$ cat src/rtl/pipeline_ctrl_pkg.sv
// rtl/pipeline_ctrl_pkg.sv - shared sequencer state type and core-wide constants
package pipeline_ctrl_pkg;

  typedef enum logic [1:0] {
    RUN    = 2'b00,
    DRAIN  = 2'b01,
    HALTED = 2'b10
  } seq_state_t;

  localparam int         REG_ADDR_W = 5;
  localparam logic [6:0] OPC_HALT   = 7'b1111111;

endpackage

$ cat src/rtl/load_use_detect.sv
// rtl/load_use_detect.sv - combinational load-use hazard detect between EX load and ID sources
module load_use_detect
  import pipeline_ctrl_pkg::*;
(
  input  logic                  ex_mem_read,
  input  logic [REG_ADDR_W-1:0] ex_rd,
  input  logic [REG_ADDR_W-1:0] id_rs1,
  input  logic [REG_ADDR_W-1:0] id_rs2,
  output logic                  load_use
);

  // x0 is hardwired to zero, so a load targeting it never creates a hazard
  assign load_use = ex_mem_read && (ex_rd != '0) &&
                    ((ex_rd == id_rs1) || (ex_rd == id_rs2));

endmodule

$ cat src/rtl/pipeline_sequencer.sv
// rtl/pipeline_sequencer.sv - stall/flush/halt sequencer; PIPELINE_PERF_CNT_EN enables perf counters
module pipeline_sequencer
  import pipeline_ctrl_pkg::*;
#(
  parameter int DRAIN_CYCLES = 3
) (
  input  logic                  clk,
  input  logic                  reset,
  input  logic [REG_ADDR_W-1:0] id_rs1,
  input  logic [REG_ADDR_W-1:0] id_rs2,
  input  logic                  id_halt,
  input  logic                  ex_mem_read,
  input  logic [REG_ADDR_W-1:0] ex_rd,
  input  logic                  ex_branch_taken,
  input  logic                  resume,
  output logic                  pc_write,
  output logic                  ifid_write,
  output logic                  ifid_flush,
  output logic                  idex_flush,
  output logic                  halted,
  output logic [1:0]            state,
  output logic [31:0]           stall_cycles,
  output logic [31:0]           flush_events
);

  localparam int CNT_W = $clog2(DRAIN_CYCLES + 1);
  localparam logic [CNT_W-1:0] CNT_LAST = CNT_W'(DRAIN_CYCLES - 1);

  seq_state_t       state_q;
  seq_state_t       next_state;
  logic [CNT_W-1:0] drain_cnt;
  logic             halted_q;
  logic             load_use;

  load_use_detect u_load_use_detect (
    .ex_mem_read (ex_mem_read),
    .ex_rd       (ex_rd),
    .id_rs1      (id_rs1),
    .id_rs2      (id_rs2),
    .load_use    (load_use)
  );

  // Default is the freeze pattern: hold PC and IF/ID, bubble into EX
  always_comb begin
    pc_write   = 1'b0;
    ifid_write = 1'b0;
    ifid_flush = 1'b0;
    idex_flush = 1'b1;
    next_state = state_q;
    if (reset) begin
      ifid_flush = 1'b1;
      next_state = RUN;
    end else begin
      case (state_q)
        RUN: begin
          if (ex_branch_taken) begin
            pc_write   = 1'b1;
            ifid_write = 1'b1;
            ifid_flush = 1'b1;
          end else if (load_use) begin
            next_state = RUN;
          end else if (id_halt) begin
            next_state = DRAIN;
          end else begin
            pc_write   = 1'b1;
            ifid_write = 1'b1;
            idex_flush = 1'b0;
          end
        end
        DRAIN: begin
          if (drain_cnt == CNT_LAST) next_state = HALTED;
        end
        HALTED: begin
          // HALT+4 in IF overwrites the parked HALT; ID/EX still takes a bubble
          if (resume) begin
            pc_write   = 1'b1;
            ifid_write = 1'b1;
            next_state = RUN;
          end
        end
        default: next_state = RUN;
      endcase
    end
  end

  always_ff @(posedge clk) begin
    if (reset) begin
      state_q   <= RUN;
      drain_cnt <= '0;
      halted_q  <= 1'b0;
    end else begin
      state_q  <= next_state;
      halted_q <= (next_state == HALTED);
      if (state_q == RUN && next_state == DRAIN) begin
        drain_cnt <= '0;
      end else if (state_q == DRAIN) begin
        drain_cnt <= drain_cnt + CNT_W'(1);
      end
    end
  end

  assign halted = halted_q;
  assign state  = state_q;

`ifdef PIPELINE_PERF_CNT_EN
  logic [31:0] stall_q;
  logic [31:0] flush_q;

  always_ff @(posedge clk) begin
    if (reset) begin
      stall_q <= '0;
      flush_q <= '0;
    end else if (state_q == RUN) begin
      if (ex_branch_taken) flush_q <= flush_q + 32'd1;
      else if (load_use)   stall_q <= stall_q + 32'd1;
    end
  end

  assign stall_cycles = stall_q;
  assign flush_events = flush_q;
`else
  assign stall_cycles = '0;
  assign flush_events = '0;
`endif

endmodule

$ cat config.mk
export PLATFORM = sky130hd
export DESIGN_NAME = pipeline_sequencer
export DESIGN_NICKNAME = d
export VERILOG_FILES = /design/src/rtl/pipeline_ctrl_pkg.sv /design/src/rtl/load_use_detect.sv /design/src/rtl/pipeline_sequencer.sv
export SDC_FILE = /design/constraint.sdc
export NUM_CORES = 1
export LEC_CHECK = 0
export BUFFER_PORTS_ARGS = -buffer_cell sky130_fd_sc_hd__buf_2
export CELL_PAD_IN_SITES_DETAIL_PLACEMENT = 1
export CELL_PAD_IN_SITES_GLOBAL_PLACEMENT = 1
export CORE_MARGIN = 5
export CORE_UTILIZATION = 23
export CTS_BUF_LIST = sky130_fd_sc_hd__clkbuf_2 sky130_fd_sc_hd__clkbuf_4 sky130_fd_sc_hd__clkbuf_8
export CTS_CLUSTER_DIAMETER = 80
export DETAILED_ROUTE_END_ITERATION = 8
export PLACE_DENSITY = 0.89
export SETUP_SLACK_MARGIN = 0.2
export SLEW_MARGIN = 20
export SYNTH_ARGS = -nofsm -noshare
export SYNTH_HDL_FRONTEND = slang
export SYNTH_SLANG_ARGS = --single-unit
$ cat constraint.sdc
create_clock -name clk -period 1.8 [get_ports clk]
set_clock_uncertainty 0.15 [all_clocks]
set_input_delay 0 -clock clk [delete_from_list [all_inputs] [get_ports clk]]
set_output_delay 0 -clock clk [all_outputs]
set_load 0.1 [all_outputs]
# Word level (Yosys, flattened, before mapping)

Index checks and enable logic that the tools add are counted.

Bits in registers: 5
Input port bits: 21
Output and inout port bits: 71

Add/sub/neg operators: 1
Equal/unequal tests: 7
Multiplexer cells: 21
Reduce and logical (&&, ||, !) cells: 7

Operator list:

| cell                                           | count |
|---|---|
| 2-to-1 mux 1 bit                               | 13 |
| 2-to-1 mux 2 bit                               | 6 |
| == test 5 bit                                  | 2 |
| == test 2 bit (second input constant)          | 3 |
| case mux 2 bit (3 select lines)                | 1 |
| nonzero test 5 bit                             | 1 |
| == test 2 x 1 -> 1 bit (second input constant) | 2 |
| logical AND 1 bit                              | 3 |
| adder 2 x 1 -> 2 bit (second input constant)   | 1 |
| zero test 2 bit                                | 1 |
| case mux 1 bit (2 select lines)                | 1 |
| OR reduction 2 bit                             | 1 |
| logical OR 1 bit                               | 1 |

# Longest topological paths before layout

Gate-level depths: netlist of the first run.

Word-level depth: 10
Mapped depth: 6
Gate-level depth less buffers: 6

# Modules after synthesis

Synthesis of the first run repeated with hierarchy kept, for this count alone.

Cells, all modules: 113
Area total of the unflattened synthesis: 864.6 µm²

By module, submodules not included:

| module             | times used | cells each | area each (µm²) |
|---|---|---|---|
| pipeline_sequencer | 1          | 96         | 739.5 |
| load_use_detect    | 1          | 17         | 125.1 |

# Least setup slack after synthesis of the first run

No wires, ideal clock.

Path kind: register to output
Start: register state_q[1], in the netlist state[1]
End: output pc_write
Arrival time: 3652 ps
Required time: 1650 ps
Path slack: -2002 ps
Stages on the path, launching flop included: 4
Cell sequence: dfxtp_1 nor2_1 a2111oi_2 buf_4

Word-level cells in the longest chain between the ends: 3

RTL lines:

| item                                                    | RTL line                 | source |
|---|---|---|
| from (decl)                                             | pipeline_sequencer.sv:29 | `seq_state_t state_q;` |
| from (signal assigned)                                  | pipeline_sequencer.sv:92 | `state_q <= next_state;` |
| == test 2 bit / zero test 2 bit (equally long branches) | --                       |  |
| case mux 1 bit (2 select lines) *                       | --                       |  |
| 2-to-1 mux 1 bit *                                      | --                       |  |
| to (decl)                                               | pipeline_sequencer.sv:16 | `output logic pc_write,` |

Mark *: on every way between the ends. The rest lies on a longest branch, timed or not.

# Worst setup path in the final report of the first run

Start: input ex_rd[2]
End: output pc_write

Word-level cells in the longest chain between the ends: 7

RTL lines:

| item                                                         | RTL line                                     | source |
|---|---|---|
| from (decl)                                                  | pipeline_sequencer.sv:13                     | `input logic [REG_ADDR_W-1:0] ex_rd,` |
| == test 5 bit / nonzero test 5 bit (equally long branches)   | load_use_detect.sv:14, load_use_detect.sv:13 |  |
| logical OR 1 bit / logical AND 1 bit (equally long branches) | load_use_detect.sv:14, load_use_detect.sv:13 |  |
| logical AND 1 bit *                                          | load_use_detect.sv:13                        | `assign load_use = ex_mem_read && (ex_rd != '0) &&` |
| 2-to-1 mux 1 bit *                                           | pipeline_sequencer.sv:60                     | `end else if (load_use) begin` |
| 2-to-1 mux 1 bit *                                           | pipeline_sequencer.sv:56                     | `if (ex_branch_taken) begin` |
| case mux 1 bit (2 select lines) *                            | pipeline_sequencer.sv:54                     | `case (state_q)` |
| 2-to-1 mux 1 bit *                                           | pipeline_sequencer.sv:50                     | `if (reset) begin` |

Marked as above.

==> results of run 1 <==
what timing repair did:
item                                    in CTS  in global routing
gates resized for setup                      8                  1
setup buffers                                2                  1
endpoints found under the setup margin       3                  3
hold endpoints to repair                     3                  0
pin swaps                                    4                  4
hold buffers                                 2                  0
final cells by class:
type                       instances  area, µm²
clock buffer                       4      48.80
fill                             499       2711
inverter                           2      7.507
multi-input combinational        105      569.3
sequential                         5      105.1
tap                               48      60.06
timing repair buffer              33      241.5
routing by layer:
| layer | share of wire (%) | wire [µm] | GRT usage, % | vias to the layer above |
|---|---|---|---|---|
| met4 | 0.68 | 14 | 2.459 | 0 |
| met5 | 0 | 0 | 0 | - |
| met1 | 29 | 594 | 6.357 | 299 |
| li1 | - | - | - | 304 |
| met2 | 58 | 1183 | 13.83 | 48 |
| met3 | 12 | 252 | 1.102 | 2 |
path summary, 6_finish.rpt:
check                                                from                   to  slack (ns)  depth (start not counted)
worst max-delay path                             ex_rd[2]             pc_write        0.12                          7
worst min-delay path                              id_halt  state[0]$_SDFF_PP0_     -0.0008                          3
worst max register to register  drain_cnt[0]$_SDFFE_PP0P_  state[0]$_SDFF_PP0_        0.55                          4
worst min register to register        state[0]$_SDFF_PP0_  state[1]$_SDFF_PP0_        0.42                          2
power breakdown:
group / total (µW) / switching [µW] / internal [µW]
Sequential: 121 / 5.66 / 116
Combinational: 794 / 710 / 83.7
Clock: 219 / 52.2 / 167
Total: 1130 / 768 / 366
sequential cells by signal, indices dropped and copies added, names as in the netlist:
name and count:
drain_cnt 2, halted 1, state 2
worst max-delay path: stages:
cell and delay [ns]:
buf_8 0.09, or4_4 0.54, o21ai_4 0.16, o21ai_2 0.08
a2111oi_4 0.29, buf_4 0.19, buf_12 0.17
kinds of logic after synthesis:
group	after synthesis
buffers and inverters	68
AND/OR/NAND/NOR	17
AO/OA/AOI/OAI	12
XOR/XNOR	11
flip-flops	5
adder cells (fa/ha/maj)	1
other	1
metrics by stage:
stage,area (µm²),setup TNS [ns],instances
final,1032,0,197
after global routing,1032,0,197
after CTS,1021,0,196
after detailed placement,909.6,0,188
after global placement,909.6,0,188
after floorplan,1172,-0.9799,178
cell usage in the layout, fill, tap and decap left out, drive strengths merged, types with 3 or more instances in the layout:
| master | instances |
|---|---|
| xor2 | 10 |
| nor2 | 7 |
| dfxtp | 5 |
| a21oi | 3 |
| clkbuf | 4 |
| conb | 64 |
| buf | 31 |
| o21ai | 3 |
| nor3 | 3 |
==> results.ini, run 1 <==
[sta]
setup_violations = 0
fin_crit_sh_pct = 93.10
fin_crit_ns = 1.676
setup_slack_ns = 0.1242
whs_ns = -0.0007904
rsz0062_at_grt = yes
fmax_ghz = 0.5967
hold_viol_final = 1
slew_viol_final = 0

[synth]
synth-xor-area-share_pct = 10.59
synth-simple-area-share_pct = 10.04
synthTopCellsByArea = buf_4 54%, dfxtp_1 11%, xor2_1 9.6%
ys_seq_elements = 5
synth_top_family_by_area = buffers and inverters
synth-async-reset-ratio_pct = 0
yosys_warnings = 0
yosys.area_share.adder_pct = 1.376
synth_compound_area_share_pct = 11.69
yosysUniqueCellTypes = 23
yosysTopAreaCell = buf_4
ys_seq_area_share_pct = 11.00
ys.flop_type = dfxtp_1
netlist.area_leader.share_pct = 53.65
syn_inst = 115
synthMuxAreaShare_pct = 0
synth.most_common_cell = buf_4
synth_edf_count = 0
syn_avg_cell_area_um2 = 7.910
synth_common_cells = 65 x buf_4, 10 x xor2_1, 7 x nor2_1, 5 x dfxtp_1
netlist_area_um2 = 909.6

[status]
status = finished, violations left
violations = negative hold slack

[placement]
dp_hpwl_um = 1755
port_buffers = 27
preCtsSetupSlack_ns = 0.03849
gp_congestion = 0.7527

[worst_setup_path]
cp.arrival_ns = 1.53
cp-start-kind = input pin
critPathRequiredTime_ns = 1.65
path_max_fanout = 2
worstSetupEndpointType = primary output
worst-setup-path-type = input pin to primary output

[detailed_routing]
drt_iter0_drc = 5
drc_errors = 0
first_pass_iters = 4
antenna_left = 0
wirelength_um = 2045
wire_per_inst_um = 10.38
vias_per_cell = 3.315
routed-via-count = 653

[cts]
cts_tree = built
htreeDepth = 1
clock_sinks = 5
cts-root-buf = clkbuf_8
cts_inserted_buffers = 3
clk_pin_slew_ns = 0.03
clkLatencyLatePin_ns = 0.22
cts_max_path_buffers = 2

[die]
die_width_um = 72.89
rows = 22
die_area_um2 = 5312
pin_count = 92
placeableCoreArea_um2 = 3744
start_util_pct = 24.30
dieHeight_um = 72.89

[grt]
antenna_found_initial = 0
grt_max_degree = 10
overflow = 0
grt_use_total_pct = 6.670
grt_pass1_wl_um = 2842
first_global_vias = 670

[finish]
final_net_count = 172
area_growth_pct = 13.48
drive_gt1_share_pct = 30.20
num_antenna_cells = 0
fin_util_pct = 27.57

[hold_path]
hold_class = input pin to register

[power_and_ir_drop]
leakage_uw = 0.0005497
total_power_uw = 1134
irDropWorstVdd_mv = 0.2842
power_density_nw_per_um2 = 1099

[flow_run]
maxCapViolCount = 0

No activity file was read; power rests on OpenSTA's default activity.
==> run 2, diff against run 1 <==
- SETUP_SLACK_MARGIN: 0.2 -> 0.15
==> results.ini, run 2 (synthesis results as in run 1) <==
[die]
dieHeight_um = 72.89
pin_count = 92
placeableCoreArea_um2 = 3744
die_area_um2 = 5312
die_width_um = 72.89
rows = 22
start_util_pct = 24.30

[placement]
place_area_um2 = 909.6
dp.cells = 188
gp_congestion = 0.7527
port_buffers = 27
dp_hpwl_um = 1755
preCtsSetupSlack_ns = 0.03849

[grt]
grt_pass1_wl_um = 2842
grt_max_degree = 10
antenna_found_initial = 0
grt_use_total_pct = 6.670
overflow = 0
first_global_vias = 670

[sta]
slew_viol_final = 0
setup_violations = 0
whs_ns = -0.0008009
rsz0062_at_grt = yes
setup_slack_ns = 0.1242
fin_crit_ns = 1.676
fmax_ghz = 0.5967
fin_crit_sh_pct = 93.10
hold_viol_final = 1

[finish]
layout_commonest_cell = conb_1
area_growth_pct = 13.07
drive_gt1_share_pct = 30.20
num_antenna_cells = 0
fin_area_um2 = 1028
stdcell_count = 197
final_net_count = 172
layout_common_cells = 64 x conb_1, 22 x buf_2, 10 x xor2_1

[cts]
clock_sinks = 5
cts_inserted_buffers = 3
htreeDepth = 1
cts-root-buf = clkbuf_8
clk_pin_slew_ns = 0.03
cts_tree = built
clkLatencyLatePin_ns = 0.22
cts_max_path_buffers = 2

[power_and_ir_drop]
pwr-share-clk_pct = 19.3
p_sw_uw = 767.8
leakage_uw = 0.0005481
p_seq_share_pct = 10.7
sw_frac_of_total_pct = 67.76
irDropWorstVdd_mv = 0.2842
power_density_nw_per_um2 = 1102
intPower_uw = 365.3
combPwrFrac_pct = 70.0

[detailed_routing]
first_pass_iters = 4
wirelength_um = 2045
drc_errors = 0
vias_per_cell = 3.315
antenna_left = 0
wire_per_inst_um = 10.38
routed-via-count = 653
drt_iter0_drc = 5

[status]
violations = negative hold slack
status = finished, violations left

[worst_setup_path]
r2r-start = drain_cnt[0]$_SDFFE_PP0P_
worstSetupEndpointType = primary output
cp-start-kind = input pin
worst-setup-path-type = input pin to primary output
path_max_fanout = 2
critPathRequiredTime_ns = 1.65
reg2reg_to = state[0]$_SDFF_PP0_
reg2reg_slack_ns = 0.55
cp.arrival_ns = 1.53
reg2reg_depth = 4

[hold_path]
hold_class = input pin to register
holdPathEnd = state[0]$_SDFF_PP0_
whs_path_depth = 3
min-delay-start = id_halt

[flow_run]
maxCapViolCount = 0

## run 2: cell count changes in the layout (fill, tap and decap cells not counted)
cell / before / now
buf_4: 4 / 5
buf_6: 1 / 0
## run 2: final cells by class
cell class,instances,area (µm²)
Fill cell,499,2715
Sequential cell,5,105.1
Multi-Input combinational cell,105,569.3
Clock buffer,4,48.80
Tap cell,48,60.06
Timing Repair Buffer,33,237.7
Inverter,2,7.507
## run 2: stage by stage
step | utilization (%) | setup TNS, ns | total power [µW] | hold slack [ns]
final | 27.47 | 0 | 1133 | -0.0008009
after CTS | 27.17 | 0 | 1134 | 0.001631
after global placement | 24.30 | 0 | 890.6 | 0.1483
after detailed placement | 24.30 | 0 | 894.4 | 0.1530
after global routing | 27.47 | 0 | 1170 | 0.04685
after floorplan | - | -0.9799 | 939.8 | 0.05719
## run 2: what timing repair did
item	in CTS	in global routing
setup endpoints to repair	3	3
pin swaps	4	4
buffers inserted	2	1
hold buffers	2	0
endpoints found under the hold margin	3	0
resized for setup	7	1
## run 2: worst max path at each step
stage | endpoint | slack (ns) | start
after floorplan | pc_write | -0.66 | ex_rd[1]
final | pc_write | 0.12 | ex_rd[2]
after detailed placement | pc_write | 0.04 | ex_rd[1]
after global placement | pc_write | 0.06 | ex_rd[1]
after global routing | pc_write | 0.09 | ex_rd[2]
after CTS | pc_write | 0.03 | ex_rd[3]
## run 2: layer usage
metal / track usage [%] / part of all wire (%) / up-vias
met5: 0 / 0 / -
met4: 2.459 / 0.68 / 0
met3: 1.102 / 12 / 2
met2: 13.83 / 58 / 48
met1: 6.357 / 29 / 299
li1: - / - / 304
## run 2: worst max-delay path: stages
cell and delay (ns):
buf_8 0.09, or4_4 0.54, o21ai_4 0.16, o21ai_2 0.08, a2111oi_4 0.29, buf_4 0.19, buf_12 0.17
## run 2: power by group through the flow
| stage | Combinational (µW) | Sequential, µW | Clock, µW |
|---|---|---|---|
| final | 793 | 121 | 219 |
| after global routing | 814 | 122 | 233 |
| after CTS | 786 | 121 | 226 |
| after detailed placement | 772 | 123 | 0 |
| after global placement | 768 | 123 | 0 |
| after floorplan | 801 | 138 | 0 |
==> run 3, diff against run 2 <==
- PLACE_DENSITY: 0.89 -> 0.86
==> results.ini, run 3 (synthesis results as in run 1) <==
[status]
status = finished, violations left
violations = negative hold slack

[sta]
whs_ns = -0.01970
setup_violations = 0
setup_slack_ns = 0.1272
fin_crit_sh_pct = 92.93
hold_viol_final = 1
fmax_ghz = 0.5978
rsz0062_at_grt = yes
fin_crit_ns = 1.673
slew_viol_final = 0
tns_ns = 0

[worst_setup_path]
slowest_delay_ns = 0.54
path_max_fanout = 4
worstSetupEndpointType = primary output
cp_slowest_cell = or4_4
cp-start-kind = input pin
cp.depth = 7
crit_family = simple AND/OR/NAND/NOR gates
critPathRequiredTime_ns = 1.65
cp.arrival_ns = 1.52
crit_buf_inv = 3
path_cells = buf_8 > or4_4 > o21ai_4 > buf_4 > o21ai_2 > or3_4 > buf_12
worst-setup-path-type = input pin to primary output
reg2reg_depth = 6

[power_and_ir_drop]
sw_frac_of_total_pct = 68.11
pwr-share-clk_pct = 20.5
p_sw_uw = 783.0
combPwrFrac_pct = 69.0
power_density_nw_per_um2 = 1112
irDropWorstVdd_mv = 0.3053
p_seq_share_pct = 10.5
leakage_uw = 0.0005495
intPower_uw = 366.6
total_power_uw = 1150

[detailed_routing]
drc_errors = 0
routed-via-count = 651
vias_per_cell = 3.321
wirelength_um = 2098
first_pass_iters = 5
antenna_left = 0
wire_per_inst_um = 10.70
drt_iter0_drc = 12

[grt]
overflow = 0
grt_max_degree = 10
first_global_vias = 660
grt_use_total_pct = 7.175
grt_pass1_wl_um = 2884
antenna_found_initial = 0

[cts]
cts_tree = built
clock_sinks = 5
htreeDepth = 1
cts-root-buf = clkbuf_8
clkLatencyLatePin_ns = 0.23
clk_pin_slew_ns = 0.04
cts_max_path_buffers = 2
cts_inserted_buffers = 3

[finish]
drive_gt1_share_pct = 29.73
layout_common_cells = 64 x conb_1, 22 x buf_2, 10 x xor2_1
layout_commonest_cell = conb_1
final_net_count = 171
fill_cells = 497
num_antenna_cells = 0
area_growth_pct = 13.62
stdcell_count = 196

[die]
dieHeight_um = 72.89
rows = 22
pin_count = 92
die_width_um = 72.89
placeableCoreArea_um2 = 3744
start_util_pct = 24.30
die_area_um2 = 5312

[placement]
dp_hpwl_um = 1783
port_buffers = 27
dp.cells = 187
preCtsSetupSlack_ns = 0.03170
gp_congestion = 0.7271

[flow_run]
maxCapViolCount = 0

[hold_path]
whs_path_depth = 4
hold_class = input pin to register

==> run 3: cell types whose count changed in the layout (fill, tap and decap cells not counted) <==
cell    before  now
buf_4        5    3
buf_12       2    3
==> run 3: final timing paths <==
check | to | start | slack, ns
worst min-delay path | state[0]$_SDFF_PP0_ | ex_branch_taken | -0.02
worst max-delay path | idex_flush | ex_rd[2] | 0.13
worst max register to register | drain_cnt[1]$_SDFFE_PP0P_ | drain_cnt[0]$_SDFFE_PP0P_ | 0.57
worst min register to register | state[1]$_SDFF_PP0_ | state[0]$_SDFF_PP0_ | 0.43
==> run 3: metrics by stage <==
stage	util, %	instance area, µm²
2_1_floorplan	-	1172
3_3_place_gp	24.10	902.1
3_5_place_dp	24.10	902.1
4_1_cts	26.94	1008
5_1_grt	27.61	1033
6_report	27.61	1033
==> run 3: worst min-delay path, cell delays in order <==
cell and delay, ns:
buf_2 0.11, nor3_2 0.04, o21ai_2 0.09, o31ai_1 0.07
==> run 3: power groups by stage <==
stage                     clock network [µW]  registers, µW  logic [µW]
after floorplan                            0            138         801
after global placement                     0            122         765
after detailed placement                   0            123         769
after CTS                                243            121         783
after global routing                     244            122         814
final                                    236            121         793
==> run 3: per-layer routing <==
| metal | vias to the layer above | global-route usage (%) | share of wire [%] | wire, µm |
|---|---|---|---|---|
| li1 | 305 | - | - | - |
| met1 | 292 | 6.265 | 29 | 608 |
| met2 | 52 | 13.43 | 56 | 1166 |
| met3 | 2 | 2.617 | 14 | 291 |
| met4 | 0 | 4.918 | 1.5 | 31 |
| met5 | - | 0 | 0 | 0 |
==> run 3: timing repair <==
| item | in CTS | in global routing |
|---|---|---|
| hold endpoints to repair | 3 | 0 |
| setup endpoints to repair | 3 | 3 |
| pin swaps | 4 | 4 |
| hold buffers | 2 | 0 |
| setup buffers | 2 | 1 |
| gates resized for setup | 7 | 4 |
==> run 3: layout make-up <==
class                      instances  area (µm²)  share of cell area (%)
inverter                           2       7.507                  0.7264
timing repair buffer              32       242.7                   23.49
clock buffer                       4       48.80                   4.722
tap                               48       60.06                   5.811
multi-input combinational        105       569.3                   55.08
sequential                         5       105.1                   10.17
